## config.mk

```make
export PLATFORM = sky130hd
export DESIGN_NAME = tl_ul_arbiter2
export DESIGN_NICKNAME = d
export VERILOG_FILES = /design/src/rtl/tl_pkg.sv /design/src/rtl/tl_d_router.sv /design/src/rtl/tl_ul_arbiter2.sv
export SDC_FILE = /design/constraint.sdc
export NUM_CORES = 1
export LEC_CHECK = 0
export CAP_MARGIN = 20
export CORE_AREA = 2 2 138 140
export CTS_CLUSTER_SIZE = 25
export DETAILED_ROUTE_END_ITERATION = 7
export DIE_AREA = 0 0 140 142
export HOLD_SLACK_MARGIN = 0.15
export SETUP_SLACK_MARGIN = 0.4
export SLEW_MARGIN = 20
export SYNTH_ARGS = -nofsm -noshare
export SYNTH_HDL_FRONTEND = slang
export SYNTH_SLANG_ARGS = --single-unit
```

## constraint.sdc

```tcl
create_clock -name arb_clock_i -period 9.6 [get_ports arb_clock_i]
set_input_delay 0.96 -clock arb_clock_i [delete_from_list [all_inputs] [get_ports arb_clock_i]]
set_output_delay 0.96 -clock arb_clock_i [all_outputs]
set_load 0.005 [all_outputs]
```

## src/rtl/tl_pkg.sv

```systemverilog
// ==========================================================================
// tl_pkg : TileLink opcodes, arbiter state encoding and beat-count helper.
// Rev 1.0
// ==========================================================================
`default_nettype none

package tl_pkg;

  localparam logic [2:0] TL_PUT_FULL_DATA    = 3'd0;
  localparam logic [2:0] TL_PUT_PARTIAL_DATA = 3'd1;
  localparam logic [2:0] TL_ARITHMETIC_DATA  = 3'd2;
  localparam logic [2:0] TL_LOGICAL_DATA     = 3'd3;
  localparam logic [2:0] TL_GET              = 3'd4;

  typedef enum logic [1:0] {
    ST_IDLE  = 2'd0,
    ST_HOLD  = 2'd1,
    ST_BURST = 2'd2
  } arb_state_e;

  // Data-carrying messages wider than one 32-bit beat span 2^(size-2) beats;
  // sizes above 12 cannot be represented by the counter and count as one beat.
  function automatic logic [9:0] beats_minus1(input logic [2:0] opcode,
                                              input logic [3:0] size);
    logic [9:0] r;
    logic       has_data;
    r        = '0;
    has_data = (opcode == TL_PUT_FULL_DATA)    ||
               (opcode == TL_PUT_PARTIAL_DATA) ||
               (opcode == TL_ARITHMETIC_DATA)  ||
               (opcode == TL_LOGICAL_DATA);
    if (has_data && (size > 4'd2) && (size <= 4'd12)) begin
      r = 10'((11'd1 << (size - 4'd2)) - 11'd1);
    end
    return r;
  endfunction

endpackage

`default_nettype wire

```

## src/rtl/tl_d_router.sv

```systemverilog
// ==========================================================================
// tl_d_router : combinational D-channel demux, selected by the top source bit.
// Rev 1.0
// ==========================================================================
`default_nettype none

module tl_d_router
  import tl_pkg::*;
#(
  parameter int TL_RS = 4
) (
  input  logic             en,
  input  logic [2:0]       s_d_opcode,
  input  logic [1:0]       s_d_param,
  input  logic [3:0]       s_d_size,
  input  logic [TL_RS:0]   s_d_source,
  input  logic             s_d_denied,
  input  logic [31:0]      s_d_data,
  input  logic             s_d_corrupt,
  input  logic             s_d_valid,
  output logic             s_d_ready,
  output logic [2:0]       m0_d_opcode,
  output logic [1:0]       m0_d_param,
  output logic [3:0]       m0_d_size,
  output logic [TL_RS-1:0] m0_d_source,
  output logic             m0_d_denied,
  output logic [31:0]      m0_d_data,
  output logic             m0_d_corrupt,
  output logic             m0_d_valid,
  input  logic             m0_d_ready,
  output logic [2:0]       m1_d_opcode,
  output logic [1:0]       m1_d_param,
  output logic [3:0]       m1_d_size,
  output logic [TL_RS-1:0] m1_d_source,
  output logic             m1_d_denied,
  output logic [31:0]      m1_d_data,
  output logic             m1_d_corrupt,
  output logic             m1_d_valid,
  input  logic             m1_d_ready
);

  logic sel;
  assign sel = s_d_source[TL_RS];

  // Payload is broadcast to both masters; only valid and ready are steered.
  assign m0_d_opcode  = s_d_opcode;
  assign m0_d_param   = s_d_param;
  assign m0_d_size    = s_d_size;
  assign m0_d_source  = s_d_source[TL_RS-1:0];
  assign m0_d_denied  = s_d_denied;
  assign m0_d_data    = s_d_data;
  assign m0_d_corrupt = s_d_corrupt;

  assign m1_d_opcode  = s_d_opcode;
  assign m1_d_param   = s_d_param;
  assign m1_d_size    = s_d_size;
  assign m1_d_source  = s_d_source[TL_RS-1:0];
  assign m1_d_denied  = s_d_denied;
  assign m1_d_data    = s_d_data;
  assign m1_d_corrupt = s_d_corrupt;

  assign m0_d_valid = en && s_d_valid && !sel;
  assign m1_d_valid = en && s_d_valid &&  sel;
  assign s_d_ready  = en && (sel ? m1_d_ready : m0_d_ready);

endmodule

`default_nettype wire

```

## src/rtl/tl_ul_arbiter2.sv

```systemverilog
// ==========================================================================
// tl_ul_arbiter2 : two-master TL-UL arbiter with burst locking and D routing.
// Build option: TL_ARB_FIXED_PRIO_EN (master 0 wins ties, no round-robin).
// Rev 1.0
// ==========================================================================
`default_nettype none

module tl_ul_arbiter2
  import tl_pkg::*;
#(
  parameter int TL_RS = 4,
  parameter int TL_AW = 16
) (
  input  logic             arb_clock_i,
  input  logic             arb_reset_i,

  input  logic [2:0]       m0_a_opcode,
  input  logic [2:0]       m0_a_param,
  input  logic [3:0]       m0_a_size,
  input  logic [TL_RS-1:0] m0_a_source,
  input  logic [TL_AW-1:0] m0_a_address,
  input  logic [3:0]       m0_a_mask,
  input  logic [31:0]      m0_a_data,
  input  logic             m0_a_corrupt,
  input  logic             m0_a_valid,
  output logic             m0_a_ready,
  output logic [2:0]       m0_d_opcode,
  output logic [1:0]       m0_d_param,
  output logic [3:0]       m0_d_size,
  output logic [TL_RS-1:0] m0_d_source,
  output logic             m0_d_denied,
  output logic [31:0]      m0_d_data,
  output logic             m0_d_corrupt,
  output logic             m0_d_valid,
  input  logic             m0_d_ready,

  input  logic [2:0]       m1_a_opcode,
  input  logic [2:0]       m1_a_param,
  input  logic [3:0]       m1_a_size,
  input  logic [TL_RS-1:0] m1_a_source,
  input  logic [TL_AW-1:0] m1_a_address,
  input  logic [3:0]       m1_a_mask,
  input  logic [31:0]      m1_a_data,
  input  logic             m1_a_corrupt,
  input  logic             m1_a_valid,
  output logic             m1_a_ready,
  output logic [2:0]       m1_d_opcode,
  output logic [1:0]       m1_d_param,
  output logic [3:0]       m1_d_size,
  output logic [TL_RS-1:0] m1_d_source,
  output logic             m1_d_denied,
  output logic [31:0]      m1_d_data,
  output logic             m1_d_corrupt,
  output logic             m1_d_valid,
  input  logic             m1_d_ready,

  output logic [2:0]       s_a_opcode,
  output logic [2:0]       s_a_param,
  output logic [3:0]       s_a_size,
  output logic [TL_RS:0]   s_a_source,
  output logic [TL_AW-1:0] s_a_address,
  output logic [3:0]       s_a_mask,
  output logic [31:0]      s_a_data,
  output logic             s_a_corrupt,
  output logic             s_a_valid,
  input  logic             s_a_ready,

  input  logic [2:0]       s_d_opcode,
  input  logic [1:0]       s_d_param,
  input  logic [3:0]       s_d_size,
  input  logic [TL_RS:0]   s_d_source,
  input  logic             s_d_denied,
  input  logic [31:0]      s_d_data,
  input  logic             s_d_corrupt,
  input  logic             s_d_valid,
  output logic             s_d_ready
);

  arb_state_e st;
  logic       grant_q;
  logic [9:0] cnt;
  logic       grant_idle;
  logic       grant;
  logic       accept;
  logic [9:0] beats_m1;

`ifdef TL_ARB_FIXED_PRIO_EN
  always_comb begin
    grant_idle = 1'b0;
    if (m1_a_valid && !m0_a_valid) grant_idle = 1'b1;
  end
`else
  logic rr_q;

  always_comb begin
    grant_idle = rr_q;
    if (m0_a_valid && !m1_a_valid)      grant_idle = 1'b0;
    else if (m1_a_valid && !m0_a_valid) grant_idle = 1'b1;
  end
`endif

  // Once a request is presented it owns the slave until accepted (HOLD) or
  // until its last beat (BURST), keeping the TL valid-stability contract.
  assign grant = (st == ST_IDLE) ? grant_idle : grant_q;

  assign s_a_opcode  = grant ? m1_a_opcode  : m0_a_opcode;
  assign s_a_param   = grant ? m1_a_param   : m0_a_param;
  assign s_a_size    = grant ? m1_a_size    : m0_a_size;
  assign s_a_source  = {grant, (grant ? m1_a_source : m0_a_source)};
  assign s_a_address = grant ? m1_a_address : m0_a_address;
  assign s_a_mask    = grant ? m1_a_mask    : m0_a_mask;
  assign s_a_data    = grant ? m1_a_data    : m0_a_data;
  assign s_a_corrupt = grant ? m1_a_corrupt : m0_a_corrupt;
  assign s_a_valid   = !arb_reset_i && (grant ? m1_a_valid : m0_a_valid);

  assign m0_a_ready  = !arb_reset_i && !grant && s_a_ready;
  assign m1_a_ready  = !arb_reset_i &&  grant && s_a_ready;

  assign accept   = s_a_valid && s_a_ready;
  assign beats_m1 = beats_minus1(s_a_opcode, s_a_size);

  always_ff @(posedge arb_clock_i) begin
    if (arb_reset_i) begin
      st      <= ST_IDLE;
      grant_q <= 1'b0;
      cnt     <= '0;
`ifndef TL_ARB_FIXED_PRIO_EN
      rr_q    <= 1'b0;
`endif
    end else begin
      case (st)
        ST_IDLE, ST_HOLD: begin
          if (accept) begin
            if (beats_m1 == 10'd0) begin
              st   <= ST_IDLE;
`ifndef TL_ARB_FIXED_PRIO_EN
              rr_q <= ~grant;
`endif
            end else begin
              // The first beat is consumed here, so the counter tracks the
              // beats still to come minus one.
              st      <= ST_BURST;
              cnt     <= beats_m1 - 10'd1;
              grant_q <= grant;
            end
          end else if (s_a_valid) begin
            st      <= ST_HOLD;
            grant_q <= grant;
          end
        end
        ST_BURST: begin
          if (accept) begin
            if (cnt == 10'd0) begin
              st   <= ST_IDLE;
`ifndef TL_ARB_FIXED_PRIO_EN
              rr_q <= ~grant_q;
`endif
            end else begin
              cnt <= cnt - 10'd1;
            end
          end
        end
        default: st <= ST_IDLE;
      endcase
    end
  end

  tl_d_router #(
    .TL_RS (TL_RS)
  ) u_d_router (
    .en           (!arb_reset_i),
    .s_d_opcode   (s_d_opcode),
    .s_d_param    (s_d_param),
    .s_d_size     (s_d_size),
    .s_d_source   (s_d_source),
    .s_d_denied   (s_d_denied),
    .s_d_data     (s_d_data),
    .s_d_corrupt  (s_d_corrupt),
    .s_d_valid    (s_d_valid),
    .s_d_ready    (s_d_ready),
    .m0_d_opcode  (m0_d_opcode),
    .m0_d_param   (m0_d_param),
    .m0_d_size    (m0_d_size),
    .m0_d_source  (m0_d_source),
    .m0_d_denied  (m0_d_denied),
    .m0_d_data    (m0_d_data),
    .m0_d_corrupt (m0_d_corrupt),
    .m0_d_valid   (m0_d_valid),
    .m0_d_ready   (m0_d_ready),
    .m1_d_opcode  (m1_d_opcode),
    .m1_d_param   (m1_d_param),
    .m1_d_size    (m1_d_size),
    .m1_d_source  (m1_d_source),
    .m1_d_denied  (m1_d_denied),
    .m1_d_data    (m1_d_data),
    .m1_d_corrupt (m1_d_corrupt),
    .m1_d_valid   (m1_d_valid),
    .m1_d_ready   (m1_d_ready)
  );

endmodule

`default_nettype wire
```

-- Word-level counts from Yosys, hierarchy flattened
Cells that the tools add are included.
Widths: inputs -> output; s select.
- logic and storage cells: 92
- register bits after elaboration: 14
- output and inout bits: 168
- input port bits: 190
- add/sub/neg operators: 4
- reduce and logical (&&, ||, !) cells: 33
- equal/unequal tests: 13
- mux-type cells: 33
- shift operators: 1
- bitwise operators: 2
- order comparisons: 2
- operators by type and width (cell ; count):
    $mux 10 ; 5
    $mux 32 ; 1
    $sub 10x1->10 const B ; 3
    $logic_not 10->1 ; 2
    $pmux 10 s2 ; 1
    $mux 16 ; 1
    $logic_and 1x1->1 ; 14
    $ne 2x2->1 const B ; 7
    $mux 1 ; 13
    $mux 4 ; 3
    $mux 2 ; 5
    $reduce_and 5->1 ; 2
    $shl 1x4->10 const A ; 1
    $eq 3x2->1 const B ; 2
    $mux 3 ; 2
    $reduce_and 3->1 ; 2
    $logic_not 1->1 ; 5
    $gt 4x2->1 const B ; 1
    $le 4x4->1 const B ; 1
    $pmux 2 s2 ; 1
    $reduce_bool 2->1 ; 2
    $sub 4x2->4 const B ; 1
    $eq 3x1->1 const B ; 1
    $logic_not 3->1 ; 1
    8 further kinds ; 11

-- Longest topological paths before layout
Gate-level depths: netlist of the first run.
- word-level depth: 17
- depth in mapped cells: 18
- depth with buffers taken out: 16

-- Cells and area by module
A second synthesis of the first run with hierarchy kept.
- cell total of the unflattened synthesis: 520
- area, all modules: 3014.1 µm²
- by module, submodules not included (module ; cells an instance ; sequential area each (µm²) ; instances ; area each (µm²)):
    tl_ul_arbiter2 ; 421 ; 280.3 ; 1 ; 2277.2
    tl_d_router ; 99 ; 0.0 ; 1 ; 737.0

-- Worst setup path before layout of the first run
Ideal clock, no wire load.
- kind: input port to flip-flop
- start: in m0_a_valid
- end: reg cnt[8]
- slack: 5585 ps
- library setup time: 128 ps
- arrival time: 3887 ps
- cell stages on the path: 17
- required time: 9472 ps
- cells stage by stage: nor2b_1 -> o211a_1 -> buf_2 -> nor2_1 -> clkbuf_1 -> buf_1 -> nand3_1 -> a21o_1 -> ha_1 -> nor2_1 -> a21oi_1 -> ha_1 -> a21boi_0 -> o311ai_1 -> nor4_2 -> xor2_1 -> o21ai_1
- word-level cells in the longest chain between the ends: 17
- elaborated cells on any way between the ends: 35
- those cells by class: add/sub: 3; order compare: 2; eq/ne: 6; shift: 1; mux: 10; reduce/logical: 13
- ends and longest elaborated chain (what ; RTL line ; RTL):
    start: declaration ; tl_ul_arbiter2.sv:25 ; input logic m0_a_valid,
    branches (longest 17 deep; another with $sub 10x1->10) ; - ;
    end signal: assignment ; tl_ul_arbiter2.sv:143 ; cnt <= beats_m1 - 10'd1;
    end signal: assignment ; tl_ul_arbiter2.sv:159 ; cnt <= cnt - 10'd1;
    end: declaration ; tl_ul_arbiter2.sv:81 ; logic [9:0] cnt;
Parallel ways; which one is timed is not known. The select of a mux whose other input is x is not followed.
A chain may end at the register's enable or synchronous reset.

-- Worst setup path in the final report of the first run
- start: in m0_a_valid
- end: out s_a_address[2]
- word-level cells in the longest chain between the ends: 6
- elaborated cells on any way between the ends: 7
- those cells by class: mux: 4; reduce/logical: 3
- ends and longest elaborated chain (what ; RTL line ; RTL):
    $logic_not 1->1 ; tl_ul_arbiter2.sv:98 ; else if (m1_a_valid && !m0_a_valid) grant_idle = 1'b1;
    $logic_and 1x1->1 ; tl_ul_arbiter2.sv:98 ;
    $mux 1 ; tl_ul_arbiter2.sv:98 ;
    $mux 1 (*) ; tl_ul_arbiter2.sv:97 ; if (m0_a_valid && !m1_a_valid) grant_idle = 1'b0;
    $mux 1 (*) ; tl_ul_arbiter2.sv:104 ; assign grant = (st == ST_IDLE) ? grant_idle : grant_q;
    $mux 16 (*) ; tl_ul_arbiter2.sv:110 ; assign s_a_address = grant ? m1_a_address : m0_a_address;
    end: declaration ; tl_ul_arbiter2.sv:61 ; output logic [TL_AW-1:0] s_a_address,
Mark *: on every way between the ends. The rest lies on a longest branch, timed or not.

==> PnR_summary.wiki, run 1 <==
{| class="wikitable"
! Metric !! Value
|-
| Status || finished, violations left
|-
| Failing checks || design-rule violations
|-
| WHS || 0.4811 ns
|-
| Area growth from synthesis to layout || 57.64%
|-
| Post-route ant nets || 0
|-
| Total global routing track utilization || about 14%
|-
| Total of warnings raised by yosys || 0
|-
| Met2 routed WL || 6.314 mm
|-
| Standard cell core area || 18,460 sq um
|-
| Kind of critical path || input port to output pin
|-
| Hold_buf cts || 0
|-
| Clock Latency Late Sink || around 0.25 ns
|-
| Leakage || 1.973 nW
|-
| Clk_skew || roughly 0.0034 ns
|-
| Final period demand of the worst path || ~4.7 ns
|-
| Vias in the first global route || 3,312
|-
| Max Fclk || 211.5 MHz
|-
| Stage delay of the slowest cell on the critical path || between 0.5 and 0.6 ns
|-
| TritonCTS sink count || 14
|-
| DRT Pass-1 Iters || 7
|-
| Maximum number of pins on one net before global-route repair || 77
|-
| Total area of multi-input combinational cells || roughly 1900 sq um
|-
| Setup WS pre-CTS || 4.779 ns
|-
| Post-placement cell area || 4637 sq um
|-
| Register-to-register setup slack || 5.71 ns
|-
| Filler-free cell count of the finished design || 844
|-
| Area share of and/or/nand/nor cells after synthesis || 41.19%
|-
| Arithmetic-cell share of the synthesized area counting full adders, half adders and majority gates || 0.8347%
|-
| Final net count || 803
|-
| Die outline height || 142 um
|-
| Number of antenna violations at the first check in global routing || 1
|-
| Average via count per standard cell || 4.308
|-
| Total negative setup slack || 0 ns
|-
| Worst hold path class || register to register
|-
| Ratio of total power to cell area || 91.06 nW/um^2
|-
| Share of post-route cells with drive strength above 1 || 2.787%
|-
| TritonCTS clock tree || done
|-
| Synth async-reset ratio || 0%
|-
| Number of resized instances in the post-cts repair step || 0
|-
| Number of remaining DRC errors || 25
|-
| Clock slew at the register clock pins of the worst setup and hold paths || 0.05 ns
|-
| Multiplexer area fraction after synthesis || 1.002%
|-
| Post-synthesis net count || 706
|-
| Final instance area || 4726 sq um
|-
| Share of the cycle needed by the critical path after routing || 49.25%
|-
| Post-CTS Repair Setup Buffers || 0
|-
| Predominant post-synthesis flop cell || sky130_fd_sc_hd__dfxtp_1
|-
| Crit path setup slack, layout || between 4 and 5 ns
|-
| Total power consumption of the routed design || 430.3 uW
|-
| Register bit total from synthesis || 14
|-
| Fillers || 2,065
|-
| Count of buffers inserted at the top-level ports || 216
|-
| Critical-path maximum fanout || 66
|-
| Chain of cells forming the critical path || clkdlybuf4s50_1, nor2b_1, o211a_1, nor2_4, inv_2, buf_4, nand2_1, nand2_1, clkdlybuf4s50_1
|-
| Clock H-tree levels || 1
|-
| Highest signal layer in the routed design || met5
|-
| Maximum buffer depth of the clock tree || 2
|-
| Dpl hpwl || 12.44 mm
|-
| Met1 WL || roughly 6.8 mm
|-
| Count of unique library cells instantiated by Yosys || 63
|-
| Die Outline Area || between 15,000 and 20,000 sq um
|-
| Worst Setup End Kind || output pin
|-
| Routed WL || 15.27 mm
|-
| Max Cap Violations || 0
|-
| Signal arrival time at the worst endpoint || 3.77 ns
|-
| DRC violation total after the first TritonRoute iteration || 225
|-
| Wire length of the first global-routing pass || 21.42 mm
|-
| Instance count of the mapped netlist || 514
|-
| Share of the yosys chip area belonging to registers || a little under a tenth
|-
| DR vias || 3,636
|-
| CP startpoint kind || input port
|-
| Xor/xnor cell area share of the yosys netlist || roughly 1.5%
|-
| Clock root cell || sky130_fd_sc_hd__clkbuf_16
|-
| Placer congestion estimate || 0.8460
|-
| TritonCTS buffer count || 3
|-
| Mean routed wirelength per cell || 18.10 um
|-
| Sequential cell area in the final layout || ~280 sq um
|-
| Core Util, Final || 25.61%
|-
| Crit path required time || 8.64 ns
|-
| Transition time at the pin with the least slew margin || 0.9848 ns
|-
| Final-report hold violation count || 0
|-
| Number of ports placed on the die boundary || 358
|-
| Final setup violation count || 0
|-
| Slew margin rel. || 34.10%
|-
| Setup repair after global routing missed its margin || false
|-
| Post-synth EDFFs || 0
|-
| Cell area after synthesis || 2998 sq um
|-
| Dominant combinational cell family by area after synthesis || simple AND/OR/NAND/NOR gates
|-
| Compound-cell area share of the yosys netlist || between 10% and 20%
|-
| Peak VDD IR || about 0.047 mV
|-
| Placement Rows || 50
|-
| Initial Utilization || 16.24%
|-
| Number of placed instances with taps included || 840
|-
| Die W || 140 um
|-
| Routed wire length on met3 || between 2 and 2.5 mm
|-
| Aggregate global routing overflow || 0
|-
| Syn avg cell area || 5.832 sq um
|-
| Number of pins with negative max-slew slack in the final report || 0
|-
| Slowest cell on the critical path || sky130_fd_sc_hd__buf_4
|-
| Antenna cell count || 0
|-
| Sum of buffers and inverters on the critical path || 4
|-
| Critical path's top delay family || buffers and inverters
|}
[cells by family (layout without fill, tap and decap cells)]
group / Yosys count / after routing
AO/OA/AOI/OAI: 74 / 74
XOR/XNOR: 5 / 5
adder cells (fa/ha/maj): 2 / 2
buffers and inverters: 131 / 227
flip-flops: 14 / 14
multiplexers: 3 / 3
AND/OR/NAND/NOR: 285 / 285
[layout make-up]
| cell class | count | area share, % |
|---|---|---|
| repair buffers | 219 | 46.23 |
| flip-flops and latches | 14 | 5.931 |
| well taps | 234 | 6.195 |
| inverters | 4 | 0.3177 |
| multi-input cells | 369 | 39.45 |
| clock buffers | 4 | 1.880 |
[cells in the mapped netlist, drive strengths merged, types with 4 or more instances]
master,number,area [sq um]
nand2,212,795.8
buf,106,767.0
nor2,22,90.09
clkbuf,21,78.83
a21oi,16,83.83
dfxtp,14,280.3
o21ai,14,70.06
nor3,8,40.04
nand3,7,35.03
nand2b,6,37.54
a211o,4,35.03
a211oi,4,30.03
and2,4,27.53
inv,4,15.01
nand3b,4,30.03
[metal layers]
metal / vias to the layer above / global-route usage [%]
met1: 1576 / 18.97
met3: 13 / 6.460
met4: 2 / 2.552
met5: - / 0.2506
li1: 1795 / -
met2: 250 / 21.26
[worst register-to-register path, cell delays in order (launching register included)]
cell                       delay, ns
sky130_fd_sc_hd__dfxtp_1        0.50
sky130_fd_sc_hd__nor2_4         0.07
sky130_fd_sc_hd__nor2b_1        0.64
sky130_fd_sc_hd__nor2_4         0.04
sky130_fd_sc_hd__buf_4          0.39
sky130_fd_sc_hd__nand2_1        0.16
sky130_fd_sc_hd__nand2_1        0.07
sky130_fd_sc_hd__or2_2          0.29
sky130_fd_sc_hd__ha_1           0.27
sky130_fd_sc_hd__nor2_1         0.05
sky130_fd_sc_hd__a21oi_1        0.13
sky130_fd_sc_hd__ha_1           0.23
sky130_fd_sc_hd__a21boi_0       0.21
sky130_fd_sc_hd__o311ai_1       0.17
sky130_fd_sc_hd__nor4_2         0.31
sky130_fd_sc_hd__xor2_1         0.18
sky130_fd_sc_hd__o21ai_1        0.07
[report_power, final]
part / internal [mW] / switching, mW / leakage (nW)
clock: 0.0632 / 0.0257 / 0.0442
sequential: 0.0610 / 0.00311 / 0.113
combinational: 0.154 / 0.123 / 1.82
[path summary, 6_finish.rpt]
kind                       startpoint                   to  cells past startpoint
setup / recovery           m0_a_valid       s_a_address[2]                      9
hold / removal    cnt[7]$_SDFFE_PP0P_  cnt[7]$_SDFFE_PP0P_                      2
setup reg to reg   st[1]$_SDFFE_PP0P_  cnt[8]$_SDFFE_PP0P_                     16
hold reg to reg   cnt[7]$_SDFFE_PP0P_  cnt[7]$_SDFFE_PP0P_                      2
[state kept, by name, summed over array words and instances (netlist names)]
signal / cells
grant_q: 1
st: 2
cnt: 10
rr_q: 1
[cell usage in the layout, fill, tap and decap left out, drive strengths merged, types with 3 or more instances in the layout]
cell type | synthesis | final
a2111oi | 3 | 3
a211o | 4 | 4
a211oi | 4 | 4
a21o | 3 | 3
a21oi | 16 | 16
a31oi | 3 | 3
and2 | 4 | 4
buf | 106 | 3
clkbuf | 21 | 4
clkdlybuf4s50 | 0 | 216
dfxtp | 14 | 14
inv | 4 | 4
mux2i | 3 | 3
nand2 | 212 | 212
nand2b | 6 | 6
nand3 | 7 | 7
nand3b | 4 | 4
nor2 | 22 | 22
nor3 | 8 | 8
nor4 | 3 | 3
nor4b | 3 | 3
o211a | 3 | 3
o211ai | 3 | 3
o21ai | 14 | 14
o311ai | 3 | 3
o31ai | 3 | 3
xnor2 | 3 | 3
(Power assumes the default switching activity.)
==> run 2: changes to the inputs <==
==> constraint.sdc (replaced) <==
create_clock -name arb_clock_i -period 3.8 [get_ports arb_clock_i]
set_input_delay 0.38 -clock arb_clock_i [delete_from_list [all_inputs] [get_ports arb_clock_i]]
set_output_delay 0.38 -clock arb_clock_i [all_outputs]
set_load 0.005 [all_outputs]
==> run 2 against run 1 <==
  * The run still ends with design-rule violations left
  * Clock skew down 0.0013 ns
  * First-iteration DRC count up 0.89%
  * Highest routed layer unchanged
  * Sequential power rose to 2.5 times the previous value
==> PnR_summary.wiki, run 2 (synthesized netlist as in run 1, its figures left out) <==
{| class="wikitable"
! Metric !! Value
|-
| Clock H-tree levels || 1
|-
| Wire length of the first global-routing pass || about 22 mm
|-
| Total area of multi-input combinational cells || approximately 1900 sq um
|-
| Clock root cell || sky130_fd_sc_hd__clkbuf_16
|-
| TritonCTS sink count || 14
|-
| CP startpoint kind || register
|-
| Ratio of total power to cell area || between 200 and 250 nW/um^2
|-
| Sequential cell area in the final layout || approximately 280 sq um
|-
| DRC violation total after the first TritonRoute iteration || 227
|-
| Share of the cycle needed by the critical path after routing || 89.89%
|-
| Number of placed instances with taps included || ~860
|-
| TritonCTS clock tree || done
|-
| Number of antenna violations at the first check in global routing || 1
|-
| End of the worst register-to-register path || cnt[8]$_SDFFE_PP0P_
|-
| Standard cell core area || 18,460 sq um
|-
| Leakage || 2.100 nW
|-
| Crit path setup slack, layout || a little under 0.4 ns
|-
| Failing checks || design-rule violations
|-
| Clock slew at the register clock pins of the worst setup and hold paths || 0.05 ns
|-
| Placement Rows || 50
|-
| Chain of cells forming the critical path || nor2b_1, o211a_1, or4_4, a22o_1, or2_4, ha_4, nor2_1, a21oi_2, ha_2, a21boi_4, o311ai_4, nor4_2, xor2_1, o21ai_1
|-
| Worst Setup End Kind || register
|-
| Number of pins with negative max-slew slack in the final report || 0
|-
| Setup repair after global routing missed its margin || true
|-
| Die W || 140 um
|-
| Worst Hold Launch || cnt[7]$_SDFFE_PP0P_
|-
| Hold_buf cts || 0
|-
| Worst flop-to-flop path startpoint || rr_q$_SDFFE_PP0P_
|-
| Biggest registers after layout || cnt: 10 flops, st: 2 flops
|-
| Final net count || 827
|-
| Cell-internal power || 737.3 uW
|-
| Status || finished, violations left
|-
| WHS || 0.4852 ns
|-
| Maximum number of pins on one net before global-route repair || 63
|-
| Critical Path Source || rr_q$_SDFFE_PP0P_
|-
| Count of buffers inserted at the top-level ports || approximately 220
|-
| Clock Latency Late Sink || 0.25 ns
|-
| Aggregate global routing overflow || 0
|-
| Post-route ant nets || 0
|-
| Clk_skew || 0.002140 ns
|-
| Critical-path maximum fanout || 3
|-
| Die Outline Area || ~20,000 sq um
|-
| Number of ports placed on the die boundary || 358
|-
| Fillers || 2,044
|-
| Core Util, Final || between 20% and 30%
|-
| Max Fclk || 292.8 MHz
|-
| Mean routed wirelength per cell || 17.40 um
|-
| Number of flip-flops under the largest register name || 10
|-
| Slowest cell on the critical path || sky130_fd_sc_hd__or4_4
|-
| Most common library cell in the layout ignoring fill and taps || sky130_fd_sc_hd__clkdlybuf4s50_1
|-
| Share of total power in sequential cells || 14.2%
|-
| Clock group share of total power || 19.8%
|-
| Area growth from synthesis to layout || 65.48%
|-
| Setup WS pre-CTS || -0.04029 ns
|-
| Peak VDD IR || 0.1211 mV
|-
| Transition time at the pin with the least slew margin || 0.6796 ns
|-
| Final period demand of the worst path || 3.416 ns
|-
| Slew margin rel. || 54.35%
|-
| Most flop-heavy register || cnt
|-
| Worst setup endpoint || cnt[8]$_SDFFE_PP0P_
|-
| TritonCTS buffer count || 3
|-
| Length in cells of the worst reg-to-reg path || 14
|-
| Signal arrival time at the worst endpoint || 3.55 ns
|-
| Filler-free cell count of the finished design || 868
|-
| Final instance area || ~5000 sq um
|-
| Dpl hpwl || 12.24 mm
|-
| Placer congestion estimate || 0.8698
|-
| Vias in the first global route || 3,487
|-
| Register-to-register setup slack || 0.38 ns
|-
| Maximum buffer depth of the clock tree || 2
|-
| Crit path required time || between 3 and 4 ns
|-
| Max Cap Violations || 0
|-
| Antenna cell count || 0
|-
| Total global routing track utilization || approximately 14%
|-
| Stage delay of the slowest cell on the critical path || roughly 0.53 ns
|-
| Combinational share of power || 66.0%
|-
| Final-report hold violation count || 0
|-
| Routed WL || 15.11 mm
|-
| Average via count per standard cell || 4.278
|-
| Final setup violation count || 0
|-
| Kind of critical path || register to register
|-
| Switch share || 35.63%
|-
| Die outline height || roughly 140 um
|-
| Post-placement cell area || 4795 sq um
|-
| Initial Utilization || 16.24%
|-
| DR vias || 3,713
|-
| Top library cells by usage in the layout, fill and taps aside || 214 x sky130_fd_sc_hd__clkdlybuf4s50_1, 212 x sky130_fd_sc_hd__nand2_1, 27 x sky130_fd_sc_hd__buf_4
|-
| DRT Pass-1 Iters || 7
|-
| Worst hold path class || register to register
|-
| Share of post-route cells with drive strength above 1 || 7.886%
|-
| Number of remaining DRC errors || 25
|-
| Net switching power || 408.1 uW
|}
-- run 2: cell types whose count changed in the layout (fill, tap and decap cells not counted), moves of 2 or more --
cell / before / now
sky130_fd_sc_hd__buf_4: 3 / 27
sky130_fd_sc_hd__clkdlybuf4s50_1: 216 / 214
sky130_fd_sc_hd__dfxtp_1: 14 / 12
sky130_fd_sc_hd__dfxtp_2: 0 / 2
sky130_fd_sc_hd__dlygate4sd2_1: 0 / 2
sky130_fd_sc_hd__ha_1: 2 / 0
-- run 2: worst max-delay path, delay by kind of cell, from the launching register on --
kind,cells,cell delay [ns]
and+or+nand+nor,5,1.29
AOI/OAI and AO/OA,6,1.05
adders and majority gates,2,0.46
DFF,1,0.32
xor gates and xnor gates,1,0.19
-- run 2: layout make-up --
type	count	area share, %
repair buffers	243	47.62
flip-flops and latches	14	5.700
well taps	234	5.902
multi-input cells	369	38.69
inverters	4	0.3026
clock buffers	4	1.791
-- run 2: worst min path at each step --
stage	to	slack, ns	depth (start not counted)
global route	cnt[7]$_SDFFE_PP0P_	0.51	2
finish	cnt[7]$_SDFFE_PP0P_	0.49	2
CTS	cnt[7]$_SDFFE_PP0P_	0.49	2
global placement	cnt[7]$_SDFFE_PP0P_	0.47	2
floorplan	cnt[3]$_SDFFE_PP0P_	0.46	2
detailed placement	cnt[7]$_SDFFE_PP0P_	0.48	2
-- run 2: power by group through the flow --
| stage | logic [mW] | registers (mW) | clock network (mW) |
|---|---|---|---|
| after floorplan | 0.362 | 0.162 | 0 |
| after global placement | 0.737 | 0.165 | 0 |
| after detailed placement | 0.731 | 0.165 | 0 |
| after CTS | 0.745 | 0.162 | 0.232 |
| after global routing | 0.820 | 0.164 | 0.235 |
| final | 0.756 | 0.163 | 0.227 |
-- run 2: repair_timing --
action | 4_1_cts | 5_1_grt
setup endpoints to repair | 2 | 9
pin swaps | 2 | 5
gates resized for setup | 8 | 8
buffers inserted | 1 | 2
gates cloned | 0 | 0
-- run 2: metal layers --
layer | vias to the layer above | track usage [%] | share of wire, %
met5 | - | 0.5013 | 0.086
met3 | 9 | 7.335 | 14
met2 | 248 | 22.35 | 44
met4 | 2 | 1.595 | 0.60
met1 | 1605 | 17.42 | 41
li1 | 1849 | - | -
-- run 2: through the flow --
step	power, mW	setup TNS (ns)
2_1_floorplan	0.5235	0
3_3_place_gp	0.9013	0
3_5_place_dp	0.8957	-0.04029
4_1_cts	1.138	0
5_1_grt	1.219	0
6_report	1.145	0
==> run 3: changes to the inputs <==
--- a/config.mk
+++ b/config.mk
@@ -6,11 +6,16 @@
 export NUM_CORES = 1
 export LEC_CHECK = 0
 export CAP_MARGIN = 20
-export CORE_AREA = 2 2 138 140
+export CELL_PAD_IN_SITES_DETAIL_PLACEMENT = 1
+export CELL_PAD_IN_SITES_GLOBAL_PLACEMENT = 1
+export CORE_ASPECT_RATIO = 1.5
+export CORE_MARGIN = 2
+export CORE_UTILIZATION = 14
+export CTS_CLUSTER_DIAMETER = 80
 export CTS_CLUSTER_SIZE = 25
 export DETAILED_ROUTE_END_ITERATION = 7
-export DIE_AREA = 0 0 140 142
 export HOLD_SLACK_MARGIN = 0.15
+export PLACE_DENSITY_LB_ADDON = 0.1
 export SETUP_SLACK_MARGIN = 0.4
 export SLEW_MARGIN = 20
 export SYNTH_ARGS = -nofsm -noshare
==> run 3 against run 2 <==
  * The run now ends clean
  * Clock power increased by 4%
  * Combinational power shrank 1%
  * Sequential share of layout area down 0.13 points
  * Clock-buffer cell count stayed put
  * Via count grew 3.3%
  * Hold slack improved by 0.0076 ns
  * Maximum frequency is 3.0% higher
  * Critical path type unchanged
==> PnR_summary.wiki, run 3 (synthesized netlist as in run 1, its figures left out) <==
{| class="wikitable"
! Metric !! Value
|-
| Final net count || 831
|-
| Clock Latency Late Sink || roughly 0.26 ns
|-
| DRC violation total after the first TritonRoute iteration || 167
|-
| Number of remaining DRC errors || 0
|-
| Stage delay of the slowest cell on the critical path || 0.52 ns
|-
| Clock group share of total power || 20.7%
|-
| Switch share || 35.30%
|-
| Count of buffers inserted at the top-level ports || 216
|-
| Placement Rows || 65
|-
| Post-placement cell area || 4882 sq um
|-
| Worst hold path class || register to register
|-
| Clock slew at the register clock pins of the worst setup and hold paths || approximately 0.060 ns
|-
| Routed WL || approximately 17 mm
|-
| DR vias || between 3,000 and 4,000
|-
| TritonCTS sink count || 14
|-
| Critical-path maximum fanout || 3
|-
| Setup WS pre-CTS || -0.1202 ns
|-
| Placer congestion estimate || about 0.80
|-
| Initial Utilization || 14.23%
|-
| Max Cap Violations || 0
|-
| Kind of critical path || register to register
|-
| Net switching power || 404.3 uW
|-
| Worst Setup End Kind || register
|-
| Clock root cell || sky130_fd_sc_hd__clkbuf_16
|-
| Combinational share of power || ~65%
|-
| Biggest registers after layout || cnt: 10 flops, st: 2 flops
|-
| Ratio of total power to cell area || around 230 nW/um^2
|-
| Die outline height || 183.2 um
|-
| Die W || 123.5 um
|-
| Number of antenna violations at the first check in global routing || 2
|-
| Max Fclk || ~300 MHz
|-
| CP startpoint kind || register
|-
| Final period demand of the worst path || 3.316 ns
|-
| Die Outline Area || between 20,000 and 25,000 sq um
|-
| Most common library cell in the layout ignoring fill and taps || sky130_fd_sc_hd__clkdlybuf4s50_1
|-
| Cell-internal power || 740.9 uW
|-
| Setup repair after global routing missed its margin || true
|-
| Leakage || 2.129 nW
|-
| Top library cells by usage in the layout, fill and taps aside || 214 x sky130_fd_sc_hd__clkdlybuf4s50_1, 212 x sky130_fd_sc_hd__nand2_1, 30 x sky130_fd_sc_hd__buf_4
|-
| Number of ports placed on the die boundary || approximately 360
|-
| Total power consumption of the routed design || 1.145 mW
|-
| Fillers || 2,596
|-
| Total negative setup slack || 0 ns
|-
| Total global routing track utilization || 14.27%
|-
| Final setup violation count || 0
|-
| Chain of cells forming the critical path || nor2b_4, o211a_1, or4_4, a22o_1, or2_4, ha_4, nor2_2, a21oi_2, ha_2, a21boi_4, o311ai_4, nor4_2, xor2_1, o21ai_1
|-
| Mean routed wirelength per cell || 18.95 um
|-
| Hold_buf cts || 0
|-
| Clk_skew || about 0.005 ns
|-
| Final-report hold violation count || 0
|-
| Peak VDD IR || 0.1475 mV
|-
| Clock H-tree levels || 1
|-
| Average via count per standard cell || 4.230
|-
| Maximum number of pins on one net before global-route repair || 72
|-
| Crit path setup slack, layout || 0.4841 ns
|-
| Crit path required time || 3.95 ns
|-
| Area growth from synthesis to layout || 68.53%
|-
| Final instance area || 5052 sq um
|-
| TritonCTS clock tree || done
|-
| Number of pins with negative max-slew slack in the final report || 0
|-
| Share of the cycle needed by the critical path after routing || ~87%
|-
| Dpl hpwl || 14.35 mm
|-
| TritonCTS buffer count || 3
|-
| Maximum buffer depth of the clock tree || 2
|-
| Share of post-route cells with drive strength above 1 || 8.307%
|-
| Post-route ant nets || 0
|-
| Most flop-heavy register || cnt
|-
| Aggregate global routing overflow || 0
|-
| Status || completed
|-
| Standard cell core area || 21,060 sq um
|-
| Signal arrival time at the worst endpoint || about 3.5 ns
|-
| Slowest cell on the critical path || sky130_fd_sc_hd__or4_4
|-
| Vias in the first global route || a little under 4,000
|-
| DRT Pass-1 Iters || 4
|-
| Share of total power in sequential cells || between 10% and 20%
|-
| Transition time at the pin with the least slew margin || 0.6081 ns
|-
| Slew margin rel. || between 50% and 60%
|-
| Number of flip-flops under the largest register name || 10
|-
| Wire length of the first global-routing pass || 24.32 mm
|}
==> run 3: changes by cell type in the layout (fill, tap and decap cells not counted), sizes merged <==
cell,delta
dlygate4sd2,-2
diode,+1
clkdlybuf4s15,+1
buf,+4
dlymetal6s2s,+1
==> run 3: final cells by class <==
class	instances	area, sq um	area share, %
Multi-Input combinational cell	369	1924	38.09
Antenna cell	1	2.502	0.04953
Inverter	4	15.01	0.2972
Tap cell	268	335.3	6.637
Timing Repair Buffer	247	2405	47.60
Sequential cell	14	281.5	5.572
Clock buffer	4	88.84	1.758
==> run 3: repair_timing <==
item / CTS / global route
buffers inserted: 0 / 1
pin swaps: 2 / 9
hold endpoints to repair: 0 / 0
gates cloned: 0 / 0
setup endpoints to repair: 40 / 6
resized for setup: 7 / 13
==> run 3: worst max-delay path: cells and delay by family, from the launching register on <==
family                     cells  cell delay, ns
adders and majority gates      2            0.46
and+or+nand+nor                5            1.25
xor gates and xnor gates       1            0.17
AOI/OAI and AO/OA              6            0.99
DFF                            1            0.32
==> run 3: layer usage <==
metal | GRT usage [%] | part of all wire (%)
met5 | 0 | 0.099
met4 | 5.227 | 3.7
met3 | 6.748 | 14
met2 | 26.73 | 51
met1 | 13.08 | 31
==> run 3: final timing paths <==
kind,end,startpoint,cells past startpoint,slack [ns]
min reg2reg,cnt[7]$_SDFFE_PP0P_,cnt[7]$_SDFFE_PP0P_,2,0.49
max,cnt[8]$_SDFFE_PP0P_,rr_q$_SDFFE_PP0P_,14,0.48
max reg2reg,cnt[8]$_SDFFE_PP0P_,rr_q$_SDFFE_PP0P_,14,0.48
min,cnt[7]$_SDFFE_PP0P_,cnt[7]$_SDFFE_PP0P_,2,0.49
==> run 3: power by group through the flow <==
stage | clock network [mW] | logic, mW | registers (mW)
3_5_place_dp | 0 | 0.737 | 0.165
2_1_floorplan | 0 | 0.362 | 0.162
3_3_place_gp | 0 | 0.733 | 0.164
6_report | 0.237 | 0.746 | 0.162
5_1_grt | 0.247 | 0.820 | 0.163
4_1_cts | 0.241 | 0.747 | 0.161
==> run 3: stage by stage <==
stage / util [%] / hold slack, ns / std cells
after floorplan: - / 0.4550 / 514
after global placement: 23.18 / 0.4718 / 901
after detailed placement: 23.18 / 0.4855 / 901
after CTS: 23.69 / 0.4936 / 905
after global routing: 23.97 / 0.5373 / 906
final: 23.99 / 0.4928 / 907
